### src/rtl/board_io_conditioner.sv
// Board-level glue: power-on/external reset stretcher for the core, plus per-channel
// pin synchroniser, stability filter and registered rise/fall edge pulses.
module board_io_conditioner #(
    parameter int                  POR_CYCLES    = 64,
    parameter int                  CHANNELS      = 2,
    parameter int                  SYNC_STAGES   = 2,
    parameter int                  FILTER_CYCLES = 1,
    parameter logic [CHANNELS-1:0] RESET_VAL     = '0
) (
    input  logic                clk,
    input  logic                reset_n,
    input  logic [CHANNELS-1:0] pin_in,
    output logic                core_reset,
    output logic                ready,
    output logic [CHANNELS-1:0] level_out,
    output logic [CHANNELS-1:0] rise,
    output logic [CHANNELS-1:0] fall
);

    localparam int PW = $clog2(POR_CYCLES + 1);
    // A single-cycle filter still needs a 1-bit counter so the datapath is never zero-width.
    localparam int CW = (FILTER_CYCLES > 1) ? $clog2(FILTER_CYCLES) : 1;
    localparam logic [PW-1:0] POR_MAX  = PW'(POR_CYCLES);
    localparam logic [CW-1:0] FILT_MAX = CW'(FILTER_CYCLES - 1);

    logic [PW-1:0] por_cnt_reg;
    logic [PW-1:0] por_cnt_next;
    logic          core_reset_reg;
    logic          core_reset_next;

    always_comb begin
        por_cnt_next    = (por_cnt_reg == POR_MAX) ? por_cnt_reg : por_cnt_reg + 1'b1;
        core_reset_next = (por_cnt_next != POR_MAX);
    end

    always_ff @(posedge clk) begin
        if (!reset_n) begin
            por_cnt_reg    <= '0;
            core_reset_reg <= 1'b1;
        end else begin
            por_cnt_reg    <= por_cnt_next;
            core_reset_reg <= core_reset_next;
        end
    end

    assign core_reset = core_reset_reg;
    assign ready      = ~core_reset_reg;

    logic [CHANNELS-1:0] stage_reg [SYNC_STAGES];
    logic [CHANNELS-1:0] sync;

    generate
        for (genvar gi = 0; gi < SYNC_STAGES; gi++) begin : g_sync
            always_ff @(posedge clk) begin
                if (!reset_n) begin
                    stage_reg[gi] <= RESET_VAL;
                end else if (gi == 0) begin
                    stage_reg[gi] <= pin_in;
                end else begin
                    stage_reg[gi] <= stage_reg[(gi == 0) ? 0 : gi - 1];
                end
            end
        end
    endgenerate

    assign sync = stage_reg[SYNC_STAGES-1];

    generate
        for (genvar gi = 0; gi < CHANNELS; gi++) begin : g_chan
            logic [CW-1:0] cnt_reg;
            logic [CW-1:0] cnt_next;
            logic          level_reg;
            logic          level_next;
            logic          rise_reg;
            logic          fall_reg;

            // Any disagreement must persist FILTER_CYCLES samples; a bounce restarts the count.
            always_comb begin
                level_next = level_reg;
                cnt_next   = cnt_reg;
                if (sync[gi] == level_reg) begin
                    cnt_next = '0;
                end else if (cnt_reg == FILT_MAX) begin
                    level_next = sync[gi];
                    cnt_next   = '0;
                end else begin
                    cnt_next = cnt_reg + 1'b1;
                end
            end

            // Pulses are gated with the core reset value that will be visible alongside them.
            always_ff @(posedge clk) begin
                if (!reset_n) begin
                    cnt_reg   <= '0;
                    level_reg <= RESET_VAL[gi];
                    rise_reg  <= 1'b0;
                    fall_reg  <= 1'b0;
                end else begin
                    cnt_reg   <= cnt_next;
                    level_reg <= level_next;
                    rise_reg  <= level_next & ~level_reg & ~core_reset_next;
                    fall_reg  <= ~level_next & level_reg & ~core_reset_next;
                end
            end

            assign level_out[gi] = level_reg;
            assign rise[gi]      = rise_reg;
            assign fall[gi]      = fall_reg;
        end
    endgenerate

endmodule

### config.mk
export PLATFORM = sky130hd
export DESIGN_NAME = board_io_conditioner
export DESIGN_NICKNAME = d
export VERILOG_FILES = /design/src/rtl/board_io_conditioner.sv
export SDC_FILE = /design/constraint.sdc
export NUM_CORES = 1
export LEC_CHECK = 0
export ABC_AREA = 0
export CORE_ASPECT_RATIO = 1.1
export CORE_UTILIZATION = 35
export CTS_BUF_LIST = sky130_fd_sc_hd__clkbuf_16
export DETAILED_ROUTE_END_ITERATION = 10
export MAX_ROUTING_LAYER = met4
export SLEW_MARGIN = 10
export SYNTH_ARGS = -nofsm -noshare
export SYNTH_HDL_FRONTEND = slang
export SYNTH_SLANG_ARGS = --single-unit
### constraint.sdc
create_clock -name clk -period 4.2 [get_ports clk]
set_input_delay 0.63 -clock clk [delete_from_list [all_inputs] [get_ports clk]]
set_output_delay 0.63 -clock clk [all_outputs]
set_load 0.005 [all_outputs]
# [Word-level counts from Yosys, hierarchy flattened]
# Memory sizes are Yosys's and may differ from the RTL's.
# Cells that the tools add are included.
[totals] mem_bits_rw=4 in_bits=4 elab_cells=48 mem_bits_ro=0 reg_bits=16 output_inout_bits=8 latchBits=0 mem_count=1
[mem_list] name="stage_reg" words=2 width=2 read_ports=2 rd_clocked_by_memory_dff=0 wr=2 line="49" rtl="logic [CHANNELS-1:0] stage_reg [SYNC_STAGES];"
[op_classes] n_reduce_logical=2 n_mul=0 bitwise_logic=19 n_mux=9 n_eq_ne=4 div=0 n_lt_le_gt_ge=0 shift=0 add_sub_neg=3
[op_table] cell="1-bit NOT" n=9
[op_table] cell="1-bit AND" n=8
[op_table] cell="7-bit by 1-bit adder with 7-bit output (second input constant)" n=1
[op_table] cell="7-bit equality test (second input constant)" n=1
[op_table] cell="7-bit 2-to-1 mux" n=1
[op_table] cell="7-bit inequality test (second input constant)" n=1
[op_table] cell="1-bit 2-to-1 mux" n=6
[op_table] cell="3-bit OR reduction" n=2
[op_table] cell="2-bit 2-to-1 mux" n=2
[op_table] cell="1-bit adder (second input constant)" n=2
[op_table] cell="1-bit equality test" n=2
[op_table] cell="1-bit bitwise OR" n=2

# [Depth between registers and ports, before layout]
# Gate-level depths: netlist of the first run.
[logic_depth] ltp_word=5 mapped_depth=6

# [Worst setup path after synthesis of the first run]
# OpenSTA, ideal clock, no wires.
[synth_path] path_kind="register -> register" start="register por_cnt_reg[0]" end="register g_chan[0].fall_reg" period_less_slack_ps=1502 stages_incl_launch_ff=7 path_slack_ps=2698 t_required_ps=4112 setup_time_ps=88 arrival_time_ps=1414 n_path_buf=0 cell_sequence="dfxtp_1 -> ha_1 -> nand3_1 -> xor2_1 -> and3_1 -> a41oi_4 -> nor4_2"
[synth_via] elab_chain_cells=5 word_cells_on_any_way=6 classes_between="1 x add/sub; 2 x eq/ne; 1 x mux; 2 x bitwise"
[synth_lines] item="start, declared" line="26" rtl="logic [PW-1:0] por_cnt_reg;"
[synth_lines] item="start signal, assigned" line="41" rtl="por_cnt_reg <= por_cnt_next;"
[synth_lines] item="7-bit by 1-bit adder with 7-bit output / 7-bit equality test (equally long branches)" line="32" rtl="por_cnt_next = (por_cnt_reg == POR_MAX) ? por_cnt_reg : por_cnt_reg + 1'b1;"
[synth_lines] item="7-bit 2-to-1 mux (*)" line="32"
[synth_lines] item="7-bit inequality test (*)" line="33" rtl="core_reset_next = (por_cnt_next != POR_MAX);"
[synth_lines] item="1-bit NOT (*)" line="102" rtl="fall_reg <= ~level_next & level_reg & ~core_reset_next;"
[synth_lines] item="1-bit AND (*)" line="102"
[synth_lines] item="end signal, assigned" line="102"
[synth_lines] item="end, declared" line="75" rtl="logic fall_reg;"
# Mark *: on every way between the ends. The rest lies on a longest branch, timed or not.
# A chain may end at the register's enable or synchronous reset.

# [Worst setup path in the final report of the first run]
[layout_path] start="register g_chan[1].level_reg" end="output port level_out[1]"
[layout_rtl] item="start, declared" line="72" rtl="logic level_reg;"
[layout_rtl] item="start signal, assigned" line="95" rtl="level_reg <= RESET_VAL[gi];"
[layout_rtl] item="start signal, assigned" line="100" rtl="level_reg <= level_next;"
[layout_rtl] item="end, declared" line="15" rtl="output logic [CHANNELS-1:0] level_out,"
# No word-level cell between the ends.

==> results of run 1 <==
-- how the worst max path moves through the flow --
stage | from | to | slack (ns) | cells after the start
after floorplan | por_cnt_reg[0] | g_chan[0].fall_reg | 2.70 | 6
after global placement | reset_n | g_chan[0].rise_reg | 2.44 | 3
after detailed placement | reset_n | g_chan[1].rise_reg | 2.37 | 3
after CTS | g_chan[1].level_reg | level_out[1] | 2.42 | 1
after global routing | por_cnt_reg[0] | g_chan[0].fall_reg | 2.34 | 6
final | g_chan[1].level_reg | level_out[1] | 2.44 | 1
-- per-layer routing --
metal,GRT usage,vias to the layer above,part of all wire
li1,-,264,-
met1,0.118,227,0.48
met5,-,-,0
met4,0.0882,0,0.015
met2,0.153,8,0.47
met3,0.0345,2,0.033
-- stage by stage --
step                 util  hold slack [ns]  setup WS, ns  power (W)  area, um2
global route        0.447            0.433          2.34   0.000425       1010
detailed placement  0.414            0.419          2.37   0.000225        932
CTS                 0.447            0.430          2.42   0.000415       1010
finish              0.447            0.429          2.44   0.000407       1010
floorplan               -            0.411          2.70   0.000219        845
global placement    0.414            0.417          2.44   0.000224        932
-- cell usage after synthesis, drive strengths merged --
cell type,number
a41oi,1
nor2b,2
mux2i,2
nand2,4
xnor2,5
o221ai,1
dfxtp,20
nor3b,2
or3b,1
and2,8
inv,3
conb,1
nand3b,1
nor4b,1
nand2b,1
nor4,3
xor2,1
ha,2
buf,7
nand3,4
nor2,5
clkbuf,1
and3,2
-- cells by family after synthesis --
kind of cell / Yosys count / synth area share
AOI/OAI and AO/OA: 2 / 0.0506
xor gates and xnor gates: 6 / 0.0625
adders and majority gates: 2 / 0.0298
buffers and inverters: 11 / 0.0848
DFF: 20 / 0.476
muxes: 2 / 0.0238
other: 1 / 0.00446
and+or+nand+nor: 34 / 0.268
-- area by class of cell --
class / instances / area [um2] / area share
Timing Repair Buffer: 11 / 110 / 0.109
Tap cell: 30 / 37.5 / 0.0373
Clock buffer: 3 / 75.1 / 0.0745
Sequential cell: 20 / 400 / 0.398
Multi-Input combinational cell: 48 / 373 / 0.370
Inverter: 3 / 11.3 / 0.0112
-- power by group through the flow --
stage	Combinational [W]	Sequential, W	Clock, W
after global placement	0.0000196	0.000205	0
after CTS	0.0000205	0.000201	0.000193
after floorplan	0.0000164	0.000203	0
after global routing	0.0000220	0.000201	0.000201
final	0.0000201	0.000201	0.000186
after detailed placement	0.0000203	0.000205	0
==> qor.yml, run 1 <==
status: "finished, final reports clean"
worstPathCellList: "clkdlybuf4s50_1"
n_fill_cell: 222
cp_max_fo: 4
hold_depth: 1
portBuffers: 11
ctsResizeCount: 0
cts_hold_buf: 0
track_usage: 0.105
p_int_w: 0.000331
nets: 93
worstHoldStart: "stage_reg[1][0]"
synth.ff_latch_count: 20
mostFrequentLayoutCell: "dfxtp_1"
path_clk_slew_ns: 0.05
antenna_found_initial: 0
area_delta_synth_final_pct: 19.8
cts.sinks: 20
worstSetupStartpointType: "register"
cts_setup_buffers: 0
initial_core_util: 0.373
p_seq_frac: 0.493
cp_num_buf_inv: 1
switching_share: 0.187
wl_per_cell_um: 9.57
ys_top_cells_by_area: "dfxtp_1, and2_1, buf_4"
placeableCoreArea_um2: 2250
wl_um: 1100
synth_warnings: 0
powerDensity_nw_per_um2: 404
syn_area_um2: 841
synth_top_area_share: 0.476
setup_viol: 0
rsz0062_at_grt: "no"
drc: 0
switchingPower_w: 0.0000760
yosys.area.top_type: "dfxtp_1"
endpoint_kind: "output port"
reg2reg_to: "g_chan[1].fall_reg"
post-place-cells: 112
vias_per_cell: 4.36
rrSetupSlack_ns: 2.51
mostFrequentLayoutCells: "dfxtp_1, clkdlybuf4s50_1, and2_1, nor2_1, xnor2_1"
fin_skew_ns: 0.00126
chipWidth_um: 48.7
grt_max_degree: 15
routabilityCongestion: 0.722
slew_violations: 0
clock-root-buffer: "clkbuf_16"
clock_path_buffers: 2
hold_viol: 0
cts_buffers: 3
reg2reg_depth: 6
arrival_ns: 1.13
rows: 18
r2r-start: "por_cnt_reg[0]"
grt_pass1_vias: 442
vias: 501
clock_latency_ns: 0.24
min_path_type: "reg -> reg"
period_share: 0.419
drtIter0Drc: 7
avgSynthCellArea_um2: 10.8
drive_above_1_share: 0.129
ant_nets: 0
io_pins: 12
grt_pass1_wl_um: 1860
cp.required_ns: 3.57
cts_max_level: 1
layoutNonFillerInstCount: 115
min_delay_worst_endpoint: "g_chan[0].fall_reg"
largest_reg_flops: 7
p_leak_nw: 0.366
die-area_um2: 2600
dp_hpwl_um: 808
clkPwrFrac: 0.458
max-cap-violations: 0
synth_cell_type_count: 26
syn-instance-count: 78
worst_ir_drop_vdd_v: 0.000176
critPathTopFamily: "buffers and inverters"
fp.dieH_um: 53.4
fin_crit_ns: 1.76
first_pass_iters: 3
crit_slowest_cell: "clkdlybuf4s50_1"
comb_power_share: 0.049
cts_tree: "built"
fin_tns_setup_ns: 0
seq_area_frac_synth: 0.476
gr-total-overflow: 0
fmax_mhz: 568
critical-path-max-stage-delay_ns: 0.52
antenna_cells: 0
worstSetupPathType: "reg -> out"
No activity file was read; power rests on OpenSTA's default activity.
==> run 2: changes to the inputs <==
clock period = 1.7 ns   (was 4.2 ns; I/O delays follow)
==> qor.yml, run 2 (synthesis gave the netlist of run 1 again) <==
drive_above_1_share: 0.195
rows: 18
routabilityCongestion: 0.733
status: "finished, final reports clean"
arrival_ns: 1.74
gr-total-overflow: 0
ant_nets: 0
chipWidth_um: 48.7
period_share: 0.926
fin_tns_setup_ns: 0
fin_crit_ns: 1.57
fin_skew_ns: 0.00225
hold_viol: 0
worstSetupPathType: "reg -> reg"
cp_max_fo: 5
cts_buffers: 3
max-cap-violations: 0
portBuffers: 11
grt_pass1_vias: 486
drtIter0Drc: 1
dp_hpwl_um: 852
place_ws_ns: 0.0272
powerDensity_nw_per_um2: 1120
endpoint_kind: "register"
wl_per_cell_um: 10.4
n_fill_cell: 203
cts_max_level: 1
fp.dieH_um: 53.4
mostFrequentLayoutCell: "dfxtp_1"
drc: 0
antenna_cells: 0
wl_um: 1220
vias_per_cell: 4.49
io_pins: 12
worst_ir_drop_vdd_v: 0.000510
track_usage: 0.114
min_path_type: "reg -> reg"
placeableCoreArea_um2: 2250
grt_max_degree: 13
cts_tree: "built"
worst_slack_ns: 0.126
vias: 525
path_clk_slew_ns: 0.06
nets: 94
die-area_um2: 2600
fmax_mhz: 636
worstSetupStartpointType: "register"
first_pass_iters: 2
antenna_found_initial: 0
slew_violations: 0
p_leak_nw: 0.385
largest_reg_flops: 7
clock-root-buffer: "clkbuf_16"
setup_viol: 0
cp.required_ns: 1.86
mostFrequentLayoutCells: "dfxtp_1, clkdlybuf4s50_1, and2_1, nor2_1, xnor2_1"
initial_core_util: 0.373
area_delta_synth_final_pct: 26.6
grt_pass1_wl_um: 2070
clock_latency_ns: 0.25
clock_path_buffers: 2
cts.sinks: 20
==> run 2: cell count changes in the layout (fill, tap and decap cells not counted), sizes merged <==
cell	previous run	this run
buf	0	1
bufinv	0	1
==> run 2: stage by stage <==
stage / utilization / total power (W) / hold WS, ns / instances / cell area (um2)
floorplan: - / 0.000542 / 0.328 / 79 / 845
global placement: 0.417 / 0.000557 / 0.415 / 113 / 940
detailed placement: 0.417 / 0.000557 / 0.422 / 113 / 940
CTS: 0.464 / 0.00120 / 0.436 / 117 / 1040
global route: 0.473 / 0.00123 / 0.456 / 117 / 1060
finish: 0.473 / 0.00119 / 0.438 / 117 / 1060
==> run 2: per-layer routing <==
layer,routed length (um),GRT usage,up-vias
met3,39,0.0345,2
met5,0,-,-
li1,-,-,267
met1,544,0.116,248
met2,615,0.188,8
met4,17,0.0882,0
==> run 2: power by group <==
group / switching (W) / leakage [nW] / internal, W / total (W)
sequential: 0.0000147 / 0.164 / 0.000484 / 0.000499
clock: 0.000171 / 0.0511 / 0.000467 / 0.000638
combinational: 0.0000243 / 0.170 / 0.0000282 / 0.0000525
total: 0.000210 / 0.385 / 0.000979 / 0.00119
==> run 2: repair_timing <==
| item | CTS | global route |
|---|---|---|
| resized for setup | 0 | 5 |
| setup endpoints to repair | 0 | 5 |
| buffers inserted | 0 | 0 |
| hold buffers | 0 | 0 |
==> run 2: critical path, cell delays in order, from the launching register on <==
cell      delay [ns]
dfxtp_2         0.38
inv_1           0.09
ha_1            0.20
nand3b_1        0.19
and3_1          0.23
a41oi_4         0.15
nor4_2          0.24
==> run 2: worst paths after layout <==
| kind | from | to | slack, ns | depth (start not counted) |
|---|---|---|---|---|
| hold reg to reg | stage_reg[1][1] | g_chan[1].fall_reg | 0.44 | 1 |
| hold / removal | stage_reg[1][1] | g_chan[1].fall_reg | 0.44 | 1 |
| setup reg to reg | por_cnt_reg[0] | g_chan[0].fall_reg | 0.13 | 6 |
| setup / recovery | por_cnt_reg[0] | g_chan[0].fall_reg | 0.13 | 6 |
==> run 2: layout make-up <==
cell class / instances / area, um2 / share of cell area
multi-input combinational: 48 / 390 / 0.367
sequential: 20 / 403 / 0.378
timing repair buffer: 12 / 118 / 0.110
clock inverter: 1 / 30.0 / 0.0282
inverter: 3 / 11.3 / 0.0106
clock buffer: 3 / 75.1 / 0.0705
tap: 30 / 37.5 / 0.0353
